**config.mk**
```make
export PLATFORM = sky130hd
export DESIGN_NAME = microwave_cook_timer
export DESIGN_NICKNAME = d
export VERILOG_FILES = /design/src/rtl/microwave_cook_timer.sv
export SDC_FILE = /design/constraint.sdc
export NUM_CORES = 1
export LEC_CHECK = 0
export ABC_AREA = 1
export CAP_MARGIN = 15
export CORE_MARGIN = 2
export CORE_UTILIZATION = 55
export DETAILED_ROUTE_END_ITERATION = 12
export GPL_TIMING_DRIVEN = 0
export PLACE_DENSITY = 0.77
export SLEW_MARGIN = 15
export SYNTH_ARGS = -nofsm -noshare
export SYNTH_HDL_FRONTEND = slang
export SYNTH_SLANG_ARGS = --single-unit
```
**constraint.sdc**
```tcl
create_clock -name sys_clk -period 3.2 [get_ports sys_clk]
set_input_delay 0.64 -clock sys_clk [delete_from_list [all_inputs] [get_ports sys_clk]]
set_output_delay 0.64 -clock sys_clk [all_outputs]
set_load 0.02 [all_outputs]
```
**src/rtl/microwave_cook_timer.sv**
```systemverilog
// Microwave cook countdown: mm:ss BCD time, one-second prescaler, preset load,
// +30 s with saturation, pause/resume, expiry pulse and timed beep.
module microwave_cook_timer #(
    parameter int unsigned CLK_HZ    = 100_000_000,
    parameter int unsigned MODE0_SEC = 30,
    parameter int unsigned MODE1_SEC = 60,
    parameter int unsigned MODE2_SEC = 120,
    parameter int unsigned MODE3_SEC = 300,
    parameter int unsigned BEEP_SEC  = 3
) (
    input  logic       sys_clk,
    input  logic       sys_rst,
    input  logic       start,
    input  logic [1:0] mode,
    input  logic       add30,
    input  logic       cancel,
    output logic       timerEnd,
    output logic       running,
    output logic       beep,
    output logic [3:0] min_tens,
    output logic [3:0] min_ones,
    output logic [3:0] sec_tens,
    output logic [3:0] sec_ones
);

    typedef enum logic [1:0] {
        ST_IDLE = 2'd0,
        ST_SET  = 2'd1,
        ST_COOK = 2'd2,
        ST_DONE = 2'd3
    } state_t;

    localparam int unsigned PW = (CLK_HZ > 32'd1) ? $clog2(CLK_HZ) : 1;
    localparam int unsigned BW = (BEEP_SEC > 32'd1) ? $clog2(BEEP_SEC) : 1;
    localparam logic [PW-1:0] PRESC_MAX = PW'(CLK_HZ - 32'd1);
    localparam logic [BW-1:0] BEEP_LAST = BW'(BEEP_SEC - 32'd1);

    function automatic logic [15:0] sec_to_bcd(input int unsigned sec);
        int unsigned m;
        int unsigned s;
        logic [15:0] r;
        if (sec > 32'd5999) begin
            r = 16'h9959;
        end else begin
            m = sec / 32'd60;
            s = sec % 32'd60;
            r = {4'(m / 32'd10), 4'(m % 32'd10), 4'(s / 32'd10), 4'(s % 32'd10)};
        end
        return r;
    endfunction

    function automatic logic [15:0] bcd_dec(input logic [15:0] t);
        logic [3:0] mt, mo, st, so;
        {mt, mo, st, so} = t;
        if (so != 4'd0) begin
            so = so - 4'd1;
        end else begin
            so = 4'd9;
            if (st != 4'd0) begin
                st = st - 4'd1;
            end else begin
                st = 4'd5;
                if (mo != 4'd0) begin
                    mo = mo - 4'd1;
                end else begin
                    mo = 4'd9;
                    mt = mt - 4'd1;
                end
            end
        end
        return {mt, mo, st, so};
    endfunction

    // Carry out of sec_tens happens when st+3 >= 6, leaving st-3
    function automatic logic [15:0] bcd_add30(input logic [15:0] t);
        logic [3:0] mt, mo, st, so;
        logic       sat;
        {mt, mo, st, so} = t;
        sat = 1'b0;
        if (st >= 4'd3) begin
            st = st - 4'd3;
            if (mo == 4'd9) begin
                mo = 4'd0;
                if (mt == 4'd9) begin
                    sat = 1'b1;
                end else begin
                    mt = mt + 4'd1;
                end
            end else begin
                mo = mo + 4'd1;
            end
        end else begin
            st = st + 4'd3;
        end
        return sat ? 16'h9959 : {mt, mo, st, so};
    endfunction

    localparam logic [15:0] PRESET0 = sec_to_bcd(MODE0_SEC);
    localparam logic [15:0] PRESET1 = sec_to_bcd(MODE1_SEC);
    localparam logic [15:0] PRESET2 = sec_to_bcd(MODE2_SEC);
    localparam logic [15:0] PRESET3 = sec_to_bcd(MODE3_SEC);

    state_t          r_state, w_state_nxt;
    logic [15:0]     r_time, w_time_nxt;
    logic [PW-1:0]   r_presc, w_presc_nxt;
    logic [BW-1:0]   r_beep_cnt, w_beep_cnt_nxt;
    logic            r_start_d;
    logic            r_timer_end, r_running, r_beep;
    logic            w_timer_end_nxt, w_running_nxt, w_beep_nxt;
    logic [15:0]     w_preset;
    logic            w_start_rise;
    logic            w_tick;

    assign w_start_rise = start & ~r_start_d;
    assign w_tick       = (r_presc == PRESC_MAX);

    // Preset selection
    always_comb begin
        case (mode)
            2'd0:    w_preset = PRESET0;
            2'd1:    w_preset = PRESET1;
            2'd2:    w_preset = PRESET2;
            2'd3:    w_preset = PRESET3;
            default: w_preset = 16'h0000;
        endcase
    end

    // State register, datapath registers and registered outputs
    always_ff @(posedge sys_clk or negedge sys_rst) begin
        if (!sys_rst) begin
            r_state     <= ST_IDLE;
            r_time      <= 16'h0000;
            r_presc     <= '0;
            r_beep_cnt  <= '0;
            r_start_d   <= 1'b0;
            r_timer_end <= 1'b0;
            r_running   <= 1'b0;
            r_beep      <= 1'b0;
        end else begin
            r_state     <= w_state_nxt;
            r_time      <= w_time_nxt;
            r_presc     <= w_presc_nxt;
            r_beep_cnt  <= w_beep_cnt_nxt;
            r_start_d   <= start;
            r_timer_end <= w_timer_end_nxt;
            r_running   <= w_running_nxt;
            r_beep      <= w_beep_nxt;
        end
    end

    // Next-state and datapath; on a tick with add30 the decrement is applied before the add
    always_comb begin
        w_state_nxt    = r_state;
        w_time_nxt     = r_time;
        w_presc_nxt    = r_presc;
        w_beep_cnt_nxt = r_beep_cnt;
        case (r_state)
            ST_IDLE: begin
                w_presc_nxt    = '0;
                w_beep_cnt_nxt = '0;
                if (cancel) begin
                    w_time_nxt = 16'h0000;
                end else if (w_start_rise && (w_preset != 16'h0000)) begin
                    w_time_nxt  = w_preset;
                    w_state_nxt = ST_COOK;
                end else if (add30) begin
                    w_time_nxt  = 16'h0030;
                    w_state_nxt = ST_SET;
                end else begin
                    w_time_nxt = 16'h0000;
                end
            end
            ST_SET: begin
                if (cancel) begin
                    w_time_nxt  = 16'h0000;
                    w_presc_nxt = '0;
                    w_state_nxt = ST_IDLE;
                end else begin
                    w_time_nxt  = add30 ? bcd_add30(r_time) : r_time;
                    w_state_nxt = w_start_rise ? ST_COOK : ST_SET;
                end
            end
            ST_COOK: begin
                if (cancel) begin
                    w_time_nxt  = 16'h0000;
                    w_presc_nxt = '0;
                    w_state_nxt = ST_IDLE;
                end else if (!start) begin
                    w_time_nxt  = add30 ? bcd_add30(r_time) : r_time;
                    w_state_nxt = ST_SET;
                end else if (w_tick) begin
                    w_presc_nxt = '0;
                    if (add30) begin
                        w_time_nxt = bcd_add30(bcd_dec(r_time));
                    end else if (r_time == 16'h0001) begin
                        w_time_nxt     = 16'h0000;
                        w_beep_cnt_nxt = '0;
                        w_state_nxt    = ST_DONE;
                    end else begin
                        w_time_nxt = bcd_dec(r_time);
                    end
                end else begin
                    w_presc_nxt = r_presc + PW'(1);
                    w_time_nxt  = add30 ? bcd_add30(r_time) : r_time;
                end
            end
            ST_DONE: begin
                w_time_nxt = 16'h0000;
                if (cancel || w_start_rise) begin
                    w_presc_nxt    = '0;
                    w_beep_cnt_nxt = '0;
                    w_state_nxt    = ST_IDLE;
                end else if (w_tick) begin
                    w_presc_nxt = '0;
                    if (r_beep_cnt == BEEP_LAST) begin
                        w_beep_cnt_nxt = '0;
                        w_state_nxt    = ST_IDLE;
                    end else begin
                        w_beep_cnt_nxt = r_beep_cnt + BW'(1);
                    end
                end else begin
                    w_presc_nxt = r_presc + PW'(1);
                end
            end
            default: begin
                w_state_nxt    = ST_IDLE;
                w_time_nxt     = 16'h0000;
                w_presc_nxt    = '0;
                w_beep_cnt_nxt = '0;
            end
        endcase
    end

    // Output decode from the next state so the flags register alongside it
    always_comb begin
        w_timer_end_nxt = (r_state == ST_COOK) && (w_state_nxt == ST_DONE);
        w_running_nxt   = (w_state_nxt == ST_COOK);
        w_beep_nxt      = (w_state_nxt == ST_DONE);
    end

    assign timerEnd = r_timer_end;
    assign running  = r_running;
    assign beep     = r_beep;
    assign min_tens = r_time[15:12];
    assign min_ones = r_time[11:8];
    assign sec_tens = r_time[7:4];
    assign sec_ones = r_time[3:0];

endmodule

```
==> results.py <==
metrics = {
    "routing": {
        "via_count": 4247,
        "drcViolationCount": 0,
        "routed_wl_um": 11190,
        "first_pass_iters": 5,
        "ant_nets": 0,
        "wl_per_cell_um": 14.96,
        "via_per_inst": 5.678,
        "drtIter0Drc": 215,
    },
    "clock_tree": {
        "h-tree-depth": 2,
        "postCtsSetupRepairBufs": 0,
        "cts.sinks": 51,
        "cts-root-buf": "clkbuf_8",
        "tritoncts": "yes",
        "clk_path_buf_depth": 2,
        "cts_made_buffers": 5,
        "clk_latency_ns": 0.31,
        "ctsHoldBuffers": 0,
        "path_clk_slew_ns": 0.10,
    },
    "job": {
        "maxCapViolations": 0,
    },
    "placement": {
        "gp_congestion": 0.9698,
        "hpwlAfterDp_um": 8764,
        "port_buffers": 25,
        "place_ws_ns": 0.2719,
    },
    "worst_setup_path": {
        "r2r_end": "r_time[7]",
        "reg2regPathDepth": 14,
        "r2r_start": "r_time[8]",
        "path_class": "flop to flop",
        "startpoint_type": "flop",
        "endpoint_kind": "flop",
        "crit_end": "r_time[7]",
        "arrival_ns": 3.13,
        "crit_start": "r_time[8]",
        "cp_max_fo": 7,
        "critPathRequiredTime_ns": 3.41,
        "reg2reg_slack_ns": 0.28,
    },
    "sta": {
        "finalSetupViolCount": 0,
        "slew_headroom": 0.6908,
        "setup_tns_ns": 0,
        "max_freq_ghz": 0.3427,
        "finalHoldViolCount": 0,
        "finalCritPeriodShare": 0.9118,
        "slew_violations": 0,
        "worst_pin_slew_ns": 0.4603,
        "fin_crit_ns": 2.918,
        "rsz0062_at_grt": "no",
        "worst_slack_ns": 0.2823,
        "clock_skew_ns": 0.01096,
    },
    "global_route": {
        "grt_pass1_wl_um": 18910,
        "grt_max_degree": 36,
        "track_usage": 0.2768,
        "antenna_found_initial": 0,
        "grt-ovfl-total": 0,
        "grt_pass1_vias": 4129,
    },
    "logic_synthesis": {
        "ys_ff_latch": 51,
        "yosysUniqueCellTypes": 51,
        "yosysTopAreaCell": "dfrtp_1",
        "yosys-top-cells-count": "152 x nand2_1, 77 x inv_1, 65 x nor2_1",
        "syn_area_mm2": 0.004258,
        "synth_edf_count": 0,
        "yosysWarnings": 0,
        "synth_top_area_frac": 0.2997,
        "yosys-top-cells-area": "dfrtp_1 30%, nand2_1 13%, inv_1 6.8%, nor2_1 5.7%, ha_1 5.6%",
        "synthArstFlopShare": 1.000,
        "syn_avg_cell_area_um2": 6.957,
        "netlist_instances": 612,
        "ys.flop_type": "dfrtp_1",
        "seq_area_frac_synth": 0.2997,
        "synth.most_common_cell": "nand2_1",
        "syn_nets": 638,
    },
    "final_layout": {
        "nNetsFinal": 671,
        "n_antenna_cell": 0,
        "syn_to_final_growth_pct": 12.49,
        "post-route-util": 0.6296,
        "nFillCells": 686,
        "drive_gt1_frac": 0.1192,
    },
    "floorplan": {
        "pin_count": 26,
        "core_mm2": 0.007607,
        "fp.dieArea_mm2": 0.008461,
        "initial_core_util": 0.5597,
        "die-height_um": 91.99,
        "core.rowCount": 32,
        "die_w_um": 91.99,
    },
    "power": {
        "total_power_mw": 3.076,
        "p_leak_nw": 2.191,
        "power_density_mw_per_mm2": 642.3,
        "vdd_drop_max_uv": 331.1,
    },
    "hold_path": {
        "hp-class": "input pin to asynchronous set/reset pin",
    },
    "run_status": {
        "outcome": "complete, no violations",
    },
}
-- what timing repair did --
item                                   in CTS  in global routing
endpoints found under the hold margin       0                  0
setup endpoints to repair                   0                  1
gates resized for setup                     0                  1
-- where the power goes --
part           total [mW]  switching [mW]  internal, mW
sequential          0.765          0.0707         0.694
clock               0.528           0.215         0.313
combinational        1.78            1.18         0.602
-- critical path: stages (launching register included) --
cell     delay (ns)
dfrtp_1        0.47
inv_1          0.16
ha_1           0.29
nand3_4        0.14
nor2_4         0.21
nand2_4        0.10
xor2_1         0.30
ha_1           0.28
nand4_4        0.17
nor3_4         0.32
inv_2          0.06
nand2_2        0.10
o22ai_2        0.07
nand2_2        0.08
o21ai_2        0.05
-- layout by cell type, fill, tap and decap left out, types with 3 or more instances in the layout --
cell,synthesis,routed
dfrtp_1,51,51
nand2_4,4,4
o21a_1,5,5
inv_1,77,77
buf_2,2,3
nor2_1,65,65
nor2_2,9,9
nor3_1,16,16
o21ai_0,28,28
o21ai_1,7,7
or2_2,3,3
a211oi_1,4,4
nand2_1,152,152
xnor2_1,3,3
nand3_2,3,3
xor2_1,8,8
o22ai_1,4,3
a31oi_1,3,3
a21oi_1,31,31
nor2_4,8,8
nand2_2,11,11
ha_1,19,19
o21ai_2,4,4
nand3_1,43,43
o211ai_1,6,6
clkbuf_8,1,6
buf_6,3,3
nand4_1,10,10
clkdlybuf4s50_1,0,24
inv_2,6,6
-- per-layer routing --
layer  wire [um]  part of all wire  GRT usage
met5           0                 0          0
met4         374             0.033     0.1169
met3         381             0.034    0.03205
met2        5790              0.52     0.5061
met1        4646              0.42     0.3270
-- per-stage QoR --
stage / cell area (um2) / instances / hold WS (ns)
CTS: 4783 / 748 / 0.2473
floorplan: 4258 / 612 / 0.3444
detailed placement: 4651 / 740 / 0.4855
finish: 4790 / 748 / 0.2469
global route: 4790 / 748 / 0.2581
global placement: 4636 / 739 / 0.4829
-- cell type report --
| class | count | area, um2 | area share |
|---|---|---|---|
| timing repair buffer | 26 | 265.3 | 0.05538 |
| clock inverter | 2 | 60.06 | 0.01254 |
| sequential | 51 | 1276 | 0.2665 |
| multi-input combinational | 471 | 2611 | 0.5452 |
| tap | 102 | 127.6 | 0.02665 |
| buffer | 7 | 65.06 | 0.01358 |
| clock buffer | 6 | 72.57 | 0.01515 |
| inverter | 83 | 311.5 | 0.06505 |
-- worst min-delay path by stage --
stage	start	endpoint	slack, ns	depth (start not counted)
final	sys_rst	r_time[10]	0.25	1
after global routing	sys_rst	r_time[10]	0.26	1
after CTS	sys_rst	r_time[10]	0.25	1
after detailed placement	r_presc[23]	r_presc[23]	0.49	1
after global placement	r_presc[23]	r_presc[23]	0.48	1
after floorplan	sys_rst	beep	0.34	0
-- registers in the layout, indices dropped and copies added (netlist names) --
| register | count |
|---|---|
| running | 1 |
| r_presc | 27 |
| r_start_d | 1 |
| r_state | 2 |
| r_time | 16 |
| beep | 1 |
| r_beep_cnt | 2 |
| timerEnd | 1 |
-- kinds of logic (layout without fill, tap and decap cells) --
group,after synthesis,count (layout),share of synthesized area
AOI/OAI and AO/OA,103,103,0.1455
xor gates and xnor gates,11,11,0.02263
adders and majority gates,19,19,0.05583
buffers and inverters,90,124,0.08845
DFF,51,51,0.2997
and+or+nand+nor,338,338,0.3879
Note: power is estimated with default switching activity, not from simulation.
